===== src/rtl/overture_branch_sequencer_if.sv =====
// Fetch/issue bundle for the OVERTURE branch sequencer.
// master: the sequencer. slave: instruction memory plus the register/ALU datapath.
interface overture_branch_sequencer_if;
    // Instruction memory handshake
    logic       imem_req;
    logic [7:0] imem_addr;
    logic       imem_ack;
    logic [7:0] imem_data;
    // Datapath issue/feedback
    logic [7:0] instr;
    logic       instr_valid;
    logic       exec_done;
    logic [7:0] reg0;
    logic [7:0] reg3;
    logic       halt;
    // Status
    logic [7:0] pc;
    logic       branch_taken;
    logic       halted;

    modport master (
        output imem_req, imem_addr, instr, instr_valid, pc, branch_taken, halted,
        input  imem_ack, imem_data, exec_done, reg0, reg3, halt
    );

    modport slave (
        input  imem_req, imem_addr, instr, instr_valid, pc, branch_taken, halted,
        output imem_ack, imem_data, exec_done, reg0, reg3, halt
    );
endinterface


===== src/rtl/overture_branch_sequencer.sv =====
// OVERTURE fetch/issue sequencer: drives the PC, fetches instruction bytes over
// a req/ack handshake, issues them to the datapath and resolves condition-class
// instructions (class 2'b11) locally by testing reg3 and jumping to reg0.
// Optional feature: define BRANCH_STATS_EN to add the saturating taken_count port.
module overture_branch_sequencer #(
    parameter int         UUID     = 0,
    parameter string      NAME     = "",
    parameter logic [7:0] PC_RESET = 8'h00
) (
    input  logic                         clk,
    input  logic                         rst,
    overture_branch_sequencer_if.master  bus
`ifdef BRANCH_STATS_EN
    ,
    output logic [7:0]                   taken_count
`endif
);

    // UUID and NAME are informational; these empty blocks only tag the elaborated instance.
    if (UUID < 0) begin : g_uuid_negative
    end
    if (NAME == "") begin : g_unnamed
    end

    typedef enum logic [2:0] {
        S_IDLE,
        S_FETCH,
        S_ISSUE,
        S_WAIT,
        S_HALTED
    } state_t;

    state_t     state;
    state_t     state_next;
    logic [7:0] pc_q;
    logic [7:0] pc_next;
    logic [7:0] instr_q;
    logic       branch_taken_q;
    logic       take;
    logic       is_cond;
    logic       op_zero;
    logic       op_neg;
    logic       cond_true;

    // Condition evaluation on reg3 as a signed byte: sign bit gives <0, all-zero gives ==0.
    always_comb begin
        op_zero   = (bus.reg3 == '0);
        op_neg    = bus.reg3[7];
        cond_true = 1'b0;
        case (instr_q[2:0])
            3'd0:    cond_true = 1'b0;
            3'd1:    cond_true = op_zero;
            3'd2:    cond_true = op_neg;
            3'd3:    cond_true = op_neg | op_zero;
            3'd4:    cond_true = 1'b1;
            3'd5:    cond_true = ~op_zero;
            3'd6:    cond_true = ~op_neg;
            default: cond_true = ~op_neg & ~op_zero;
        endcase
    end

    assign is_cond = (instr_q[7:6] == 2'b11);

    // Next-state, next-pc and jump decision.
    always_comb begin
        state_next = state;
        pc_next    = pc_q;
        take       = 1'b0;
        case (state)
            S_IDLE: begin
                state_next = bus.halt ? S_HALTED : S_FETCH;
            end
            S_FETCH: begin
                // halt is deliberately not looked at: an outstanding fetch always completes
                if (bus.imem_ack) begin
                    state_next = S_ISSUE;
                end
            end
            S_ISSUE: begin
                if (is_cond) begin
                    take       = cond_true;
                    pc_next    = cond_true ? bus.reg0 : pc_q + 8'd1;
                    state_next = bus.halt ? S_HALTED : S_FETCH;
                end else begin
                    state_next = S_WAIT;
                end
            end
            S_WAIT: begin
                if (bus.exec_done) begin
                    pc_next    = pc_q + 8'd1;
                    state_next = bus.halt ? S_HALTED : S_FETCH;
                end
            end
            S_HALTED: begin
                if (!bus.halt) begin
                    state_next = S_FETCH;
                end
            end
            default: begin
                state_next = S_IDLE;
            end
        endcase
    end

    // State, PC, fetched instruction and branch pulse registers.
    always_ff @(posedge clk) begin
        if (!rst) begin
            state          <= S_IDLE;
            pc_q           <= PC_RESET;
            instr_q        <= '0;
            branch_taken_q <= 1'b0;
        end else begin
            state          <= state_next;
            pc_q           <= pc_next;
            branch_taken_q <= take;
            if ((state == S_FETCH) && bus.imem_ack) begin
                instr_q <= bus.imem_data;
            end
        end
    end

`ifdef BRANCH_STATS_EN
    // Saturating count of cycles with branch_taken high.
    always_ff @(posedge clk) begin
        if (!rst) begin
            taken_count <= '0;
        end else if (branch_taken_q && (taken_count != '1)) begin
            taken_count <= taken_count + 8'd1;
        end
    end
`endif

    assign bus.imem_req     = (state == S_FETCH);
    assign bus.imem_addr    = pc_q;
    assign bus.instr        = instr_q;
    assign bus.instr_valid  = (state == S_ISSUE);
    assign bus.pc           = pc_q;
    assign bus.branch_taken = branch_taken_q;
    assign bus.halted       = (state == S_HALTED);

endmodule


===== src/flat_wrapper.sv =====
// flat-port wrapper written by rule: the top's interface ports become plain ports
module overture_branch_sequencer_flat 
#(
    parameter int         UUID     = 0,
    parameter string      NAME     = "",
    parameter logic [7:0] PC_RESET = 8'h00
)
  (clk, rst, bus_imem_req, bus_imem_addr, bus_instr, bus_instr_valid, bus_pc, bus_branch_taken, bus_halted, bus_imem_ack, bus_imem_data, bus_exec_done, bus_reg0, bus_reg3, bus_halt);
  overture_branch_sequencer_if bus_i ();
  input  logic clk;
  input  logic rst;
  output wire logic [$bits(bus_i.imem_req)-1:0] bus_imem_req;
  output wire logic [$bits(bus_i.imem_addr)-1:0] bus_imem_addr;
  output wire logic [$bits(bus_i.instr)-1:0] bus_instr;
  output wire logic [$bits(bus_i.instr_valid)-1:0] bus_instr_valid;
  output wire logic [$bits(bus_i.pc)-1:0] bus_pc;
  output wire logic [$bits(bus_i.branch_taken)-1:0] bus_branch_taken;
  output wire logic [$bits(bus_i.halted)-1:0] bus_halted;
  input wire logic [$bits(bus_i.imem_ack)-1:0] bus_imem_ack;
  input wire logic [$bits(bus_i.imem_data)-1:0] bus_imem_data;
  input wire logic [$bits(bus_i.exec_done)-1:0] bus_exec_done;
  input wire logic [$bits(bus_i.reg0)-1:0] bus_reg0;
  input wire logic [$bits(bus_i.reg3)-1:0] bus_reg3;
  input wire logic [$bits(bus_i.halt)-1:0] bus_halt;
  assign bus_imem_req = bus_i.imem_req;
  assign bus_imem_addr = bus_i.imem_addr;
  assign bus_instr = bus_i.instr;
  assign bus_instr_valid = bus_i.instr_valid;
  assign bus_pc = bus_i.pc;
  assign bus_branch_taken = bus_i.branch_taken;
  assign bus_halted = bus_i.halted;
  assign bus_i.imem_ack = bus_imem_ack;
  assign bus_i.imem_data = bus_imem_data;
  assign bus_i.exec_done = bus_exec_done;
  assign bus_i.reg0 = bus_reg0;
  assign bus_i.reg3 = bus_reg3;
  assign bus_i.halt = bus_halt;
  overture_branch_sequencer #(.UUID(UUID), .NAME(NAME), .PC_RESET(PC_RESET)) u_core (.clk(clk), .rst(rst), .bus(bus_i));
endmodule

===== config.mk =====
export PLATFORM = sky130hd
export DESIGN_NAME = overture_branch_sequencer_flat
export DESIGN_NICKNAME = d
export VERILOG_FILES = /design/src/rtl/overture_branch_sequencer_if.sv /design/src/rtl/overture_branch_sequencer.sv /design/src/flat_wrapper.sv
export SDC_FILE = /design/constraint.sdc
export NUM_CORES = 1
export LEC_CHECK = 0
export CAP_MARGIN = 20
export CORE_MARGIN = 1.5
export CORE_UTILIZATION = 60
export CTS_CLUSTER_SIZE = 8
export DETAILED_ROUTE_END_ITERATION = 7
export DONT_BUFFER_PORTS = 1
export PLACE_DENSITY = 0.79
export SLEW_MARGIN = 20
export SYNTH_ARGS = -nofsm -noshare
export SYNTH_HDL_FRONTEND = slang
export SYNTH_SLANG_ARGS = --single-unit
export TNS_END_PERCENT = 100

===== constraint.sdc =====
create_clock -name clk -period 2.96 [get_ports clk]
set_clock_uncertainty 0.2 [all_clocks]
set_input_delay 0.74 -clock clk [delete_from_list [all_inputs] [get_ports clk]]
set_output_delay 0.74 -clock clk [all_outputs]
set_load 0.02 [all_outputs]

Word level (Yosys, flattened, before mapping)
Index checks and enable logic that the tools add are counted.
Widths: inputs -> output; s select.

operators by class
  bitwise gates (word level) = 4
  reduce and logical (&&, ||, !) cells = 8
  equality and inequality tests = 15
  muxes and demuxes = 11
  add/sub/neg operators = 1

operators by type and width
  cell                 count
  $mux 8               3
  $pmux 8 s2           1
  $mux 3               5
  $pmux 3 s5           1
  $eq 3x2->1 const B   4
  $eq 3x3->1 const B   4
  $reduce_and 3->1     3
  $add 8x1->8 const B  1
  $logic_not 8->1      1
  $pmux 1 s7           1
  $eq 3x1->1 const B   2
  $logic_not 3->1      2
  $ne 2x1->1 const B   2
  $ne 2x2->1 const B   2
  $eq 2x2->1 const B   1
  $not 1->1            2
  $reduce_bool 2->1    1
  $and 1x1->1          1
  $logic_and 1x1->1    1
  $or 1x1->1           1

word-level totals
  bits in registers = 20
  input bits = 29

Depth between registers and ports, before layout
  word-level depth = 7
  gate-level depth with buffers = 7

Worst setup path after synthesis
Ideal clock, no wire load.

  path kind = in2reg
  start = input port bus_reg3[6]
  end = register u_core.pc_q[3], in the netlist u_core.bus.imem_addr[3]
  stages on the path = 6
  library setup time = 0.074 ns
  path slack = 0.558 ns
  path buffers = 1
  data required time = 2.686 ns
  data arrival time = 2.128 ns
  cell sequence = nor4_2 > nand4_1 > and3_1 > buf_6 > or4_1 > a31oi_1

between the ends
  cells in the longest elaborated chain, start to end = 7
  elaborated cells between the ends (all ways) = 8
  those cells by class = mux: 4; bitwise: 3; reduce/logical: 1

RTL lines
  what                  line                                                              text
  from (decl)           flat_wrapper.sv:23                                                input wire logic [$bits(bus_i.reg3)-1:0] bus_reg3;
  $logic_not 8->1 (*)   overture_branch_sequencer.sv:47                                   op_zero = (bus.reg3 == '0);
  $not 1->1             overture_branch_sequencer.sv:56, overture_branch_sequencer.sv:58
  $and 1x1->1           overture_branch_sequencer.sv:58                                   default: cond_true = ~op_neg & ~op_zero;
  $pmux 1 s7 (*)        overture_branch_sequencer.sv:50                                   case (instr_q[2:0])
  $mux 8 (*)            overture_branch_sequencer.sv:82                                   pc_next = cond_true ? bus.reg0 : pc_q + 8'd1;
  $mux 8 (*)            overture_branch_sequencer.sv:80                                   if (is_cond) begin
  $pmux 8 s2 (*)        overture_branch_sequencer.sv:69                                   case (state)
  to (signal assigned)  overture_branch_sequencer.sv:114                                  pc_q <= pc_next;
  to (decl)             overture_branch_sequencer.sv:35                                   logic [7:0] pc_q;

Mark *: on every way between the ends. The rest lies on a longest branch, timed or not. The select of a mux whose other input is x is not followed.
A chain may end at the register's enable or synchronous reset.

Worst setup path after layout
  start = register u_core.instr_q[0], in the netlist u_core.bus.instr[0]
  end = register u_core.pc_q[3], in the netlist u_core.bus.imem_addr[3]

between the ends
  cells in the longest elaborated chain, start to end = 5
  elaborated cells between the ends (all ways) = 11
  those cells by class = eq/ne: 6; mux: 4; reduce/logical: 1

RTL lines
  what                                line                              text
  from (decl)                         overture_branch_sequencer.sv:37   logic [7:0] instr_q;
  from (signal assigned)              overture_branch_sequencer.sv:117  instr_q <= bus.imem_data;
  $eq 3x3->1 (tied with other cells)  overture_branch_sequencer.sv:50
  $pmux 1 s7 (*)                      overture_branch_sequencer.sv:50
  $mux 8 (*)                          overture_branch_sequencer.sv:82
  $mux 8 (*)                          overture_branch_sequencer.sv:80
  $pmux 8 s2 (*)                      overture_branch_sequencer.sv:69

Marked as above.

==> impl_metrics.json <==
{
  "grt_use_total": 0.239,
  "fp.dieH_um": 47.3,
  "fin_setup_tns_ps": 0,
  "synth_edf_count": 0,
  "ys_async_sr_fraction": 0,
  "p_int_mw": 0.377,
  "cp-end-kind": "flip-flop",
  "status": "completed",
  "wirelength_um": 2550,
  "cts-root-buf": "clkbuf_4",
  "ys_seq_area_frac": 0.339,
  "num_vias": 1018,
  "ys_warn_count": 0,
  "htreeDepth": 1,
  "ys_ff_latch": 20,
  "ys.flop_type": "dfxtp_1",
  "path_max_fanout": 9,
  "antenna_found_initial": 0,
  "cts_tree": "yes",
  "grt_max_degree": 16,
  "core_sq_mm": 0.00178,
  "portBuffers": 0,
  "synth_area_sq_mm": 0.00118,
  "grt_pass1_wl_um": 3730,
  "hpwl_um": 1900,
  "syn_nets": 172,
  "gr-total-overflow": 0,
  "rows": 15,
  "grt_setup_unrepaired": "no",
  "first_pass_iters": 4,
  "fin_cells": 158,
  "clk_latency_ps": 300,
  "period_minus_slack_ps": 2310,
  "final_max_slew_viol_count": 0,
  "path_clk_slew_ps": 120,
  "r2r_slack_ps": 650,
  "crit_type": "reg2reg",
  "initial_core_util": 0.662,
  "maxCapViolCount": 0,
  "ant_nets": 0,
  "drc": 0,
  "cts_setup_buffers": 0,
  "start_kind": "flip-flop",
  "worst_pin_slew_ps": 840,
  "combPwrFrac": 0.106,
  "drive_above_1_share": 0.113,
  "final_hold_viol_count": 0,
  "ios": 57,
  "period_share": 0.779,
  "ys_types": 38,
  "p_per_area_mw_per_mm2": 445,
  "grt_pass1_vias": 880,
  "path_cells": "nor3b_1 -> nand4_1 -> and3_1 -> or4_1 -> a31oi_1",
  "n_antenna_cell": 0,
  "dpl-instance-area_sq_mm": 0.00111,
  "first_iter_violations": 32,
  "clockBufferDepth": 2,
  "required_ps": 2990,
  "area_growth_pct": -2.55,
  "cts.sink_count": 20,
  "setup_violations": 0,
  "dp_cells": 154,
  "utilization": 0.645,
  "hold_ws_ps": 353,
  "critical_path_buf_inv_count": 0,
  "syn_avg_cell_area_sq_um": 8.31,
  "cp_top_family": "simple AND/OR/NAND/NOR gates",
  "fmax_ghz": 0.434,
  "seqPwrFrac": 0.582,
  "min_path_type": "in2reg",
  "p_clk_frac": 0.312,
  "cts_hold_buf": 0,
  "die_area_sq_mm": 0.00224,
  "place_congestion": 0.864,
  "synth_cells": 142,
  "fin_nets": 164,
  "die_w_um": 47.3,
  "power_leakage_nw": 0.384,
  "post_cts_resized": 0,
  "worstPathArrival_ps": 2340,
  "power_switching_mw": 0.134,
  "final_area_sq_mm": 0.00115,
  "max-vdd-ir-drop_mv": 0.387,
  "p_sw_frac": 0.262,
  "max_stage_delay_ps": 540,
  "slew_headroom": 0.438,
  "routed_via_density": 6.44,
  "crit_slowest_cell": "or4_1",
  "drt-wirelength-per-cell_um": 16.2,
  "cts_made_buffers": 3,
  "fillerInstances": 164
}
-- layer usage --
layer	wire, um	global-route usage
met1	1110	0.294
met2	1200	0.368
met3	223	0.0846
met4	23	0.122
met5	0	0
-- cell type report --
type,instances,area [sq um],share of cell area
flip-flops and latches,20,400,0.348
clock buffers,4,36.3,0.0316
repair buffers,2,15.0,0.0131
multi-input cells,104,656,0.570
inverters,3,11.3,0.00979
well taps,25,31.3,0.0272
-- cell usage in the layout (no fill, tap or decap), types with 2 or more instances in the layout --
cell,count
buf_4,2
nand3_1,9
a2bb2oi_1,5
inv_1,3
nor2_1,14
dfxtp_1,20
o21a_1,2
a21oi_1,5
a31oi_1,6
nand2_1,16
a21o_2,2
nand2b_1,2
or2_2,2
o21ai_0,5
nor4_1,2
nor3b_1,3
mux2i_1,8
or4_1,4
and3_1,2
clkbuf_4,3
-- cells in the mapped netlist, types with 2 or more instances --
cell type | number | share of area
buf_4 | 11 | 0.070
or2_2 | 2 | 0.011
nand3_1 | 9 | 0.038
o21a_1 | 2 | 0.013
or4_1 | 4 | 0.025
nor4_1 | 2 | 0.011
dfxtp_1 | 20 | 0.34
inv_1 | 3 | 0.0095
nor2_1 | 14 | 0.045
o21ai_0 | 5 | 0.021
buf_6 | 2 | 0.019
nand2b_1 | 2 | 0.011
mux2i_1 | 8 | 0.068
a21oi_1 | 5 | 0.021
nor3b_1 | 3 | 0.019
a21o_2 | 2 | 0.015
clkbuf_1 | 2 | 0.0064
a31oi_1 | 6 | 0.032
and3_1 | 2 | 0.011
nand2_1 | 16 | 0.051
a2bb2oi_1 | 5 | 0.037
-- flip-flops by register name, summed over array words and instances (netlist names) --
name                     count
u_core.bus.imem_addr         8
u_core.bus.instr             8
u_core.state                 3
u_core.bus.branch_taken      1
-- cells by family (layout without fill, tap and decap cells) --
kind of cell | Yosys count | in the layout | synth area share
AOI/OAI and AO/OA | 31 | 31 | 0.182
xor gates and xnor gates | 1 | 1 | 0.00742
and+or+nand+nor | 63 | 63 | 0.287
muxes | 8 | 8 | 0.0679
adders and majority gates | 1 | 1 | 0.0106
buffers and inverters | 18 | 9 | 0.105
DFF | 20 | 20 | 0.339
-- through the flow --
step | setup WS, ps | total power [mW]
3_5_place_dp | 429 | 0.358
6_report | 654 | 0.512
4_1_cts | 656 | 0.516
3_3_place_gp | 528 | 0.356
5_1_grt | 525 | 0.535
2_1_floorplan | 558 | 0.352
-- worst paths after layout --
check                                    startpoint                 endpoint  depth (start not counted)
worst min register to register  u_core.bus.instr[4]      u_core.bus.instr[4]                          2
worst min-delay path                            rst  u_core.bus.imem_addr[2]                          1
worst max-delay path            u_core.bus.instr[0]  u_core.bus.imem_addr[3]                          5
worst max register to register  u_core.bus.instr[0]  u_core.bus.imem_addr[3]                          5
-- power by group through the flow --
stage	Sequential, mW	Clock, mW	Combinational [mW]
floorplan	0.296	0	0.0562
detailed placement	0.303	0	0.0545
CTS	0.297	0.164	0.0546
finish	0.298	0.159	0.0544
global placement	0.303	0	0.0525
global route	0.299	0.175	0.0606
-- worst reg2reg max path, delay by kind of cell (launching register included) --
family / cells / cell delay (ps)
AND/OR/NAND/NOR: 4 / 1400
flip-flops: 1 / 480
AO/OA/AOI/OAI: 1 / 170
No activity file was read; power rests on OpenSTA's default activity.
